<file path="src/rtl/plic_int_kid_grp.sv">
// Multi-source PLIC gateway: per-source edge/level capture, pending/active tracking,
// priority storage and a saturating edge-coalescing counter for edge-mode sources.
module plic_int_kid_grp #(
    parameter int NUM_INT  = 8,
    parameter int ID_W     = 3,
    parameter int PRIO_BIT = 5,
    parameter int CNT_W    = 2
) (
    input  logic                         kid_clk,
    input  logic                         plicrst_b,
    input  logic [NUM_INT-1:0]           int_vld_aft_sync,
    input  logic [NUM_INT-1:0]           pad_plic_int_cfg,
    input  logic                         busif_we_prio,
    input  logic [ID_W-1:0]              busif_prio_id,
    input  logic [PRIO_BIT-1:0]          busif_prio_data,
    input  logic                         busif_set_ip,
    input  logic                         busif_clr_ip,
    input  logic [ID_W-1:0]              busif_ip_id,
    input  logic                         hreg_claim_vld,
    input  logic [ID_W-1:0]              hreg_claim_id,
    input  logic                         hreg_complete_vld,
    input  logic [ID_W-1:0]              hreg_complete_id,
    output logic [NUM_INT-1:0]           kid_arb_int_req,
    output logic [NUM_INT*PRIO_BIT-1:0]  kid_arb_int_prio,
    output logic [NUM_INT-1:0]           kid_busif_pending,
    output logic [NUM_INT-1:0]           kid_int_active,
    output logic [NUM_INT-1:0]           kid_edge_ovf,
    output logic                         kid_sample_en
);

    localparam logic [CNT_W-1:0] CNT_MAX = '1;

    // All bus/hart strobes are single-cycle qualifiers: an operation happens on the
    // clock edge where the strobe is high; there is no backpressure (always accepted).
    logic [NUM_INT-1:0] r_vld_ff;

    always_ff @(posedge kid_clk or negedge plicrst_b) begin
        if (!plicrst_b) begin
            r_vld_ff <= '0;
        end else begin
            r_vld_ff <= int_vld_aft_sync;
        end
    end

    assign kid_sample_en = |(int_vld_aft_sync ^ r_vld_ff);

    genvar i;
    generate
        for (i = 0; i < NUM_INT; i++) begin : g_src
            logic                w_clm;
            logic                w_cmp;
            logic                w_set;
            logic                w_clr;
            logic                w_we;
            logic                w_pulse;
            logic                w_busy;
            logic                w_edge;
            logic                w_cnt_nz;
            logic                w_pend_nxt;
            logic                r_pend;
            logic                r_act;
            logic                r_ovf;
            logic [CNT_W-1:0]    r_cnt;
            logic [PRIO_BIT-1:0] r_prio;

            // Index match against i also rejects any id >= NUM_INT.
            assign w_clm    = hreg_claim_vld & (hreg_claim_id == ID_W'(i));
            assign w_cmp    = hreg_complete_vld & (hreg_complete_id == ID_W'(i)) & r_act;
            assign w_set    = busif_set_ip & (busif_ip_id == ID_W'(i));
            assign w_clr    = busif_clr_ip & (busif_ip_id == ID_W'(i));
            assign w_we     = busif_we_prio & (busif_prio_id == ID_W'(i));
            assign w_pulse  = int_vld_aft_sync[i] & ~r_vld_ff[i];
            assign w_busy   = (r_pend | r_act) & ~w_cmp;
            assign w_edge   = pad_plic_int_cfg[i];
            assign w_cnt_nz = (r_cnt != '0);

            always_comb begin
                w_pend_nxt = r_pend;
                if (w_clr || w_clm) begin
                    w_pend_nxt = 1'b0;
                end else if (w_set) begin
                    w_pend_nxt = 1'b1;
                end else if (w_edge) begin
                    // A complete with stored edges replays one of them as a new pending.
                    if ((!w_busy && w_pulse) || (w_cmp && w_cnt_nz)) begin
                        w_pend_nxt = 1'b1;
                    end
                end else begin
                    if (((!r_act || w_cmp) && w_pulse) || (w_cmp && int_vld_aft_sync[i])) begin
                        w_pend_nxt = 1'b1;
                    end
                end
            end

            always_ff @(posedge kid_clk or negedge plicrst_b) begin
                if (!plicrst_b) begin
                    r_pend <= 1'b0;
                    r_act  <= 1'b0;
                    r_ovf  <= 1'b0;
                    r_cnt  <= '0;
                    r_prio <= '0;
                end else begin
                    r_pend <= w_pend_nxt;

                    if (w_clm) begin
                        r_act <= 1'b1;
                    end else if (w_cmp) begin
                        r_act <= 1'b0;
                    end

                    if (w_we) begin
                        r_prio <= busif_prio_data;
                    end

                    // Counter only lives in edge mode; a level source keeps it cleared.
                    if (w_clr || !w_edge) begin
                        r_cnt <= '0;
                    end else if (w_pulse && w_busy) begin
                        if (r_cnt != CNT_MAX) begin
                            r_cnt <= r_cnt + 1'b1;
                        end
                    end else if (w_cmp && w_cnt_nz && !w_pulse) begin
                        r_cnt <= r_cnt - 1'b1;
                    end

                    if (w_clr) begin
                        r_ovf <= 1'b0;
                    end else if (w_edge && w_pulse && w_busy && (r_cnt == CNT_MAX)) begin
                        r_ovf <= 1'b1;
                    end
                end
            end

            assign kid_busif_pending[i] = r_pend;
            assign kid_int_active[i]    = r_act;
            assign kid_edge_ovf[i]      = r_ovf;
            assign kid_arb_int_req[i]   = r_pend & ~r_act & (|r_prio);
            assign kid_arb_int_prio[i*PRIO_BIT +: PRIO_BIT] = r_prio;
        end
    endgenerate

endmodule

</file>
<file path="config.mk">
export PLATFORM = sky130hd
export DESIGN_NAME = plic_int_kid_grp
export DESIGN_NICKNAME = d
export VERILOG_FILES = /design/src/rtl/plic_int_kid_grp.sv
export SDC_FILE = /design/constraint.sdc
export NUM_CORES = 1
export LEC_CHECK = 0
export ABC_AREA = 1
export BUFFER_PORTS_ARGS = -buffer_cell sky130_fd_sc_hd__buf_2
export CAP_MARGIN = 10
export CORE_ASPECT_RATIO = 2
export CORE_UTILIZATION = 55
export CTS_CLUSTER_DIAMETER = 100
export DETAILED_ROUTE_END_ITERATION = 8
export PLACE_DENSITY = 0.93
export SYNTH_ARGS = -nofsm -noshare
export SYNTH_HDL_FRONTEND = slang
export SYNTH_SLANG_ARGS = --single-unit
</file>
<file path="constraint.sdc">
create_clock -name kid_clk -period 2.8 [get_ports kid_clk]
set_input_delay 0.14 -clock kid_clk [delete_from_list [all_inputs] [get_ports kid_clk]]
set_output_delay 0.14 -clock kid_clk [all_outputs]
set_load 0.01 [all_outputs]
</file>
==> results_dict.tcl, run 1 <==
set metrics [dict create \
    status "completed" \
    synth_nets 727 \
    fin_crit_ns 1.87 \
    path_max_fanout 3 \
    synth_edf_count 0 \
    drt_iter0_drc 457 \
    syn-cell-area_sq_um 4980 \
    clock_latency_ns 0.34 \
    worst_setup_path_start_kind "input pin" \
    synth_top_area_cell "dfrtp_1" \
    setup_violations 0 \
    root_buffer "clkbuf_16" \
    fmax_mhz 534 \
    synth_area_per_cell_sq_um 7.33 \
    max-clock-path-buffers 2 \
    postSynthCellCount 679 \
    p_per_area_nw_per_um2 697 \
    cp_common_cell "buf_2" \
    core_sq_um 8710 \
    synth_ff_type "dfrtp_1" \
    path_clk_slew_ns 0.06 \
    drt_pre_antenna_iters 7 \
    antenna_found_initial 0 \
    tightest_slew_ns 0.633 \
    path_class "input pin to output port" \
    grt_pass1_vias 4745 \
    fillers 731 \
    die_x_um 69.3 \
    clkSinkCount 88 \
    timing_hold_violations_final 0 \
    drv_cap 0 \
    cp.required_ns 2.66 \
    cp.arrival_ns 1.73 \
    grt_max_degree 50 \
    area_growth_pct 18.0 \
    end_kind "output port" \
    hpwl_mm 10.1 \
    cts_buffers 9 \
    ios 113 \
    viasPerCell 5.51 \
    cellLeakagePower_nw 3.37 \
    finalInstanceArea_sq_um 5870 \
    synth_seq_cells 88 \
    cpPeakStageDelay_ns 0.53 \
    multi_input_area_sq_um 2190 \
    seq_area_frac_synth_pct 44.2 \
    hold_class "input pin to register" \
    setup_tns_ns 0 \
    clock_skew_ns 0.00392 \
    overflow 0 \
    synthDistinctLibCells 30 \
    synth_common_cells "210 x nand2_1, 94 x inv_1, 88 x dfrtp_1" \
    drt_drc_violations_left 0 \
    start_util_pct 57.2 \
    antenna_cells 0 \
    rows 48 \
    gp_congestion 0.917 \
    synth_area_leaders "dfrtp_1 44%, nand2_1 16%, inv_1 7.1%" \
    cp_slowest_cell "dlygate4sd3_1" \
    fin_crit_sh_pct 66.9 \
    final_net_count 833 \
    grtUsageTotal_pct 28.6 \
    die_area_sq_um 9460 \
    slew_headroom_pct 57.8 \
    grt_pass1_wl_mm 21.2 \
    worstPathCellList "dlygate4sd3_1 -> buf_2 -> ha_1 -> nand4_1 -> or2_2 -> buf_2" \
    post_cts_buffers 0 \
    synth_async_sr_flop_share_pct 100 \
    rsz0062_at_grt "false" \
    die_h_um 137 \
    synth_top_area_share_pct 44.2 \
    wl_per_cell_um 14.6 \
    hold_slack_ns 0.0238 \
    htree_levels 3 \
    detail-route-antenna-nets 0 \
    ir_drop_mv 0.655 \
    port_buffers 112 \
    wl_mm 13.0 \
    synth_most_common_cell "nand2_1" \
    area.sequential_sq_um 2200 \
    ys_warn_count 0 \
    cts_tree "yes" \
    layout-drive-gt1-share_pct 19.1 \
    num_vias 4905 \
    dpl-instance-area_sq_um 5470 \
    drv_slew 0 \
]
## kinds of logic (layout without fill, tap and decap cells)
kind of cell               Yosys count  count (layout)  synth area share (%)
adders and majority gates            8               8                  2.01
AOI/OAI and AO/OA                  105             105                  11.5
and+or+nand+nor                    351             351                  30.3
xor gates and xnor gates             2               2                 0.352
DFF                                 88              88                  44.2
buffers and inverters              125             236                  11.7
## critical path: cells and delay by family
family                     cells  cell delay [ns]
buffers and inverters          3             0.82
adders and majority gates      1             0.28
and+or+nand+nor                2             0.48
## power by group
part	internal, mW	switching, mW	leakage (nW)
registers	1.50	0.211	1.09
logic	0.437	0.672	2.12
clock network	0.779	0.498	0.156
total	2.71	1.38	3.37
## final timing paths
check,startpoint,to,slack (ns),cells past startpoint
setup reg to reg,r_vld_ff[7],g_src[7].r_cnt[0],1.46,8
hold reg to reg,g_src[6].r_ovf,g_src[6].r_ovf,0.48,2
min in group asynchronous,plicrst_b,g_src[6].r_ovf,0.37,2
hold / removal,busif_prio_data[4],g_src[7].r_prio[4],0.02,3
max in group asynchronous,plicrst_b,g_src[2].r_cnt[1],1.68,3
setup / recovery,int_vld_aft_sync[7],kid_sample_en,0.93,6
## placed cells by master, fill, tap and decap left out, drive strengths merged
master / n
a211o: 6
clkbuf: 10
clkinv: 5
nand2: 211
dlygate4sd3: 9
buf: 114
bufinv: 2
xnor2: 2
nor3: 8
o31ai: 4
or2: 6
inv: 96
nand4: 23
o311ai: 1
dfrtp: 88
a21o: 2
nor2: 65
nand3b: 1
nand3: 37
o21ai: 63
a31oi: 1
a21oi: 27
ha: 8
a21boi: 1
## layer usage
| metal | GRT usage [%] | routed length (um) |
|---|---|---|
| met3 | 6.04 | 652 |
| met4 | 19.3 | 742 |
| met5 | 0 | 0 |
| met2 | 50.6 | 6880 |
| met1 | 30.0 | 4700 |
## final cells by class
type                       instances  share of cell area [%]
multi-input combinational        466                    37.4
tap                              100                    2.13
sequential                        88                    37.5
clock inverter                     6                    1.43
clock buffer                      10                    3.90
timing repair buffer             123                    11.4
inverter                          97                    6.29
## through the flow
| step | instances | power [mW] | setup slack (ns) | util (%) |
|---|---|---|---|---|
| CTS | 890 | 4.11 | 0.933 | 67.4 |
| finish | 890 | 4.10 | 0.926 | 67.4 |
| detailed placement | 865 | 2.82 | 1.41 | 62.8 |
| global placement | 865 | 2.78 | 1.44 | 62.8 |
| floorplan | 679 | 2.45 | 1.61 | - |
| global route | 890 | 4.33 | 0.871 | 67.4 |
## registers in the layout, summed over array words and instances (netlist names)
name          cells
g_src.r_act       8
g_src.r_cnt      16
g_src.r_ovf       8
g_src.r_pend      8
g_src.r_prio     40
r_vld_ff          8
## what timing repair did
action / in CTS / in global routing
endpoints found under the hold margin: 55 / 0
resized for setup: 0 / 0
hold buffers: 9 / 0
No activity file was read; power rests on OpenSTA's default activity.
==> run 2: changes to the inputs <==
clock period = 1.8 ns   (was 2.8 ns; I/O delays follow)
==> run 2 against run 1 <==
Cell area rose by 0.51%. Flip-flop and latch count unchanged. Cell count is 0.11% higher. Count of clock-buffer cells in the layout up 3. Worst hold slack lost 0.021 ns.
==> results_dict.tcl, run 2 (same netlist as run 1, synthesis figures left out) <==
set metrics [dict create \
    status "completed" \
    path_class "input pin to output port" \
    clkSinkCount 88 \
    timing_hold_violations_final 0 \
    drv_slew 0 \
    hold_class "input pin to register" \
    cts_buffers 9 \
    slew_headroom_pct 60.4 \
    mostFrequentLayoutCells "210 x nand2_1, 111 x buf_2, 94 x inv_1" \
    dp.cells 865 \
    cp.required_ns 1.71 \
    detail-route-antenna-nets 0 \
    clock_latency_ns 0.34 \
    worst-r2r-cell-count 5 \
    p_sw_mw 2.14 \
    ios 113 \
    drt_drc_violations_left 0 \
    setup_tns_ns 0 \
    fin_crit_sh_pct 94.4 \
    port_buffers 112 \
    switching_share_pct 33.8 \
    rows 48 \
    path_clk_slew_ns 0.06 \
    hpwl_mm 10.1 \
    antenna_cells 0 \
    timing.rr.start "g_src[5].r_act" \
    drt_iter0_drc 356 \
    registers.top_by_ff_count "g_src.r_prio" \
    drv_cap 0 \
    rsz0062_at_grt "false" \
    crit_end "kid_sample_en" \
    setup_violations 0 \
    overflow 0 \
    start_util_pct 57.2 \
    die_area_sq_um 9460 \
    drt_pre_antenna_iters 5 \
    crit_start "int_vld_aft_sync[6]" \
    cts_tree "yes" \
    wl_per_cell_um 15.1 \
    gp_congestion 0.946 \
    num_vias 4903 \
    final_common_cell "nand2_1" \
    path_max_fanout 3 \
    grt_pass1_wl_mm 22.0 \
    wl_mm 13.5 \
    final_net_count 835 \
    fin_crit_ns 1.70 \
    r2r_setup_slack_ns 0.46 \
    p_per_area_nw_per_um2 1070 \
    ir_drop_mv 0.646 \
    seqPwrFrac_pct 42.0 \
    antenna_found_initial 0 \
    final_cells 891 \
    max-clock-path-buffers 2 \
    top_regs "g_src.r_prio: 40 flops, g_src.r_cnt: 16 flops" \
    grtUsageTotal_pct 29.6 \
    clock_skew_ns 0.00574 \
    end_kind "output port" \
    cellLeakagePower_nw 3.37 \
    viasPerCell 5.50 \
    die_x_um 69.3 \
    crit-reg2reg-capture "g_src[5].r_cnt[0]" \
    layout-drive-gt1-share_pct 19.0 \
    power_frac_clock_pct 30.4 \
    core_sq_um 8710 \
    die_h_um 137 \
    root_buffer "clkbuf_16" \
    grt_pass1_vias 4797 \
    largest_reg_flops 40 \
    pwr-share-comb_pct 27.6 \
    htree_levels 3 \
    fmax_mhz 589 \
    power_mw 6.34 \
    worst_setup_path_start_kind "input pin" \
    internal_power_mw 4.20 \
    grt_max_degree 47 \
    tightest_slew_ns 0.591 \
    cp.arrival_ns 1.61 \
    area_growth_pct 18.6 \
    post_cts_buffers 0 \
]
run 2: cell count changes in the layout (fill, tap and decap cells not counted), sizes merged:
cell / before / now
clkinv: 5 / 1
clkbuf: 10 / 13
dlygate4sd3: 9 / 11
bufinv: 2 / 1
clkinvlp: 0 / 1
run 2: power by group through the flow:
| stage | registers [mW] | logic [mW] | clock network, mW |
|---|---|---|---|
| finish | 2.66 | 1.75 | 1.93 |
| CTS | 2.65 | 1.75 | 1.95 |
| global route | 2.70 | 1.97 | 2.00 |
| floorplan | 2.69 | 1.13 | 0 |
| global placement | 2.68 | 1.67 | 0 |
| detailed placement | 2.68 | 1.71 | 0 |
run 2: cell type report:
type,instances,area (sq um)
Clock buffer,13,270
Clock inverter,2,37.5
Fill cell,747,2810
Inverter,97,369
Multi-Input combinational cell,466,2200
Sequential cell,88,2200
Tap cell,100,125
Timing Repair Buffer,125,701
run 2: how the worst min path moves through the flow:
| stage | depth (start not counted) | slack [ns] | from | endpoint |
|---|---|---|---|---|
| 6_report | 3 | 0.003 | busif_prio_data[2] | g_src[7].r_prio[2] |
| 5_1_grt | 3 | 0.03 | pad_plic_int_cfg[0] | g_src[0].r_pend |
| 4_1_cts | 3 | 0.008 | busif_prio_data[2] | g_src[7].r_prio[2] |
| 3_5_place_dp | 1 | -0.008 | plicrst_b | g_src[6].r_cnt[0] |
| 3_3_place_gp | 1 | -0.009 | plicrst_b | g_src[6].r_cnt[0] |
| 2_1_floorplan | 0 | -0.21 | plicrst_b | g_src[0].r_act |
run 2: critical path, cell delays in order:
cell           delay [ns]
dlygate4sd3_1        0.53
buf_2                0.16
ha_1                 0.29
nand4_1              0.13
or2_4                0.28
buf_2                0.14
run 2: layer usage:
metal  vias up  global-route usage, %  wire length (um)
met2       221                   55.3              7260
met5         -                      0                 0
met1      2256                   30.9              4830
met3        53                   3.83               721
met4         0                   18.7               637
li1       2373                      -                 -
run 2: per-stage QoR:
step	util, %	instance area [sq um]	worst slack, ns	hold WS [ns]
3_3_place_gp	62.9	5480	0.458	-0.00913
3_5_place_dp	62.9	5480	0.444	-0.00783
2_1_floorplan	-	4980	0.612	-0.206
5_1_grt	67.8	5900	0.0327	0.0289
6_report	67.8	5900	0.101	0.00285
4_1_cts	67.7	5900	0.0456	0.00804
run 2: what timing repair did:
action	4_1_cts	5_1_grt
hold endpoints to repair	74	0
hold buffers	11	0
gates resized for setup	0	1
endpoints found under the setup margin	0	1
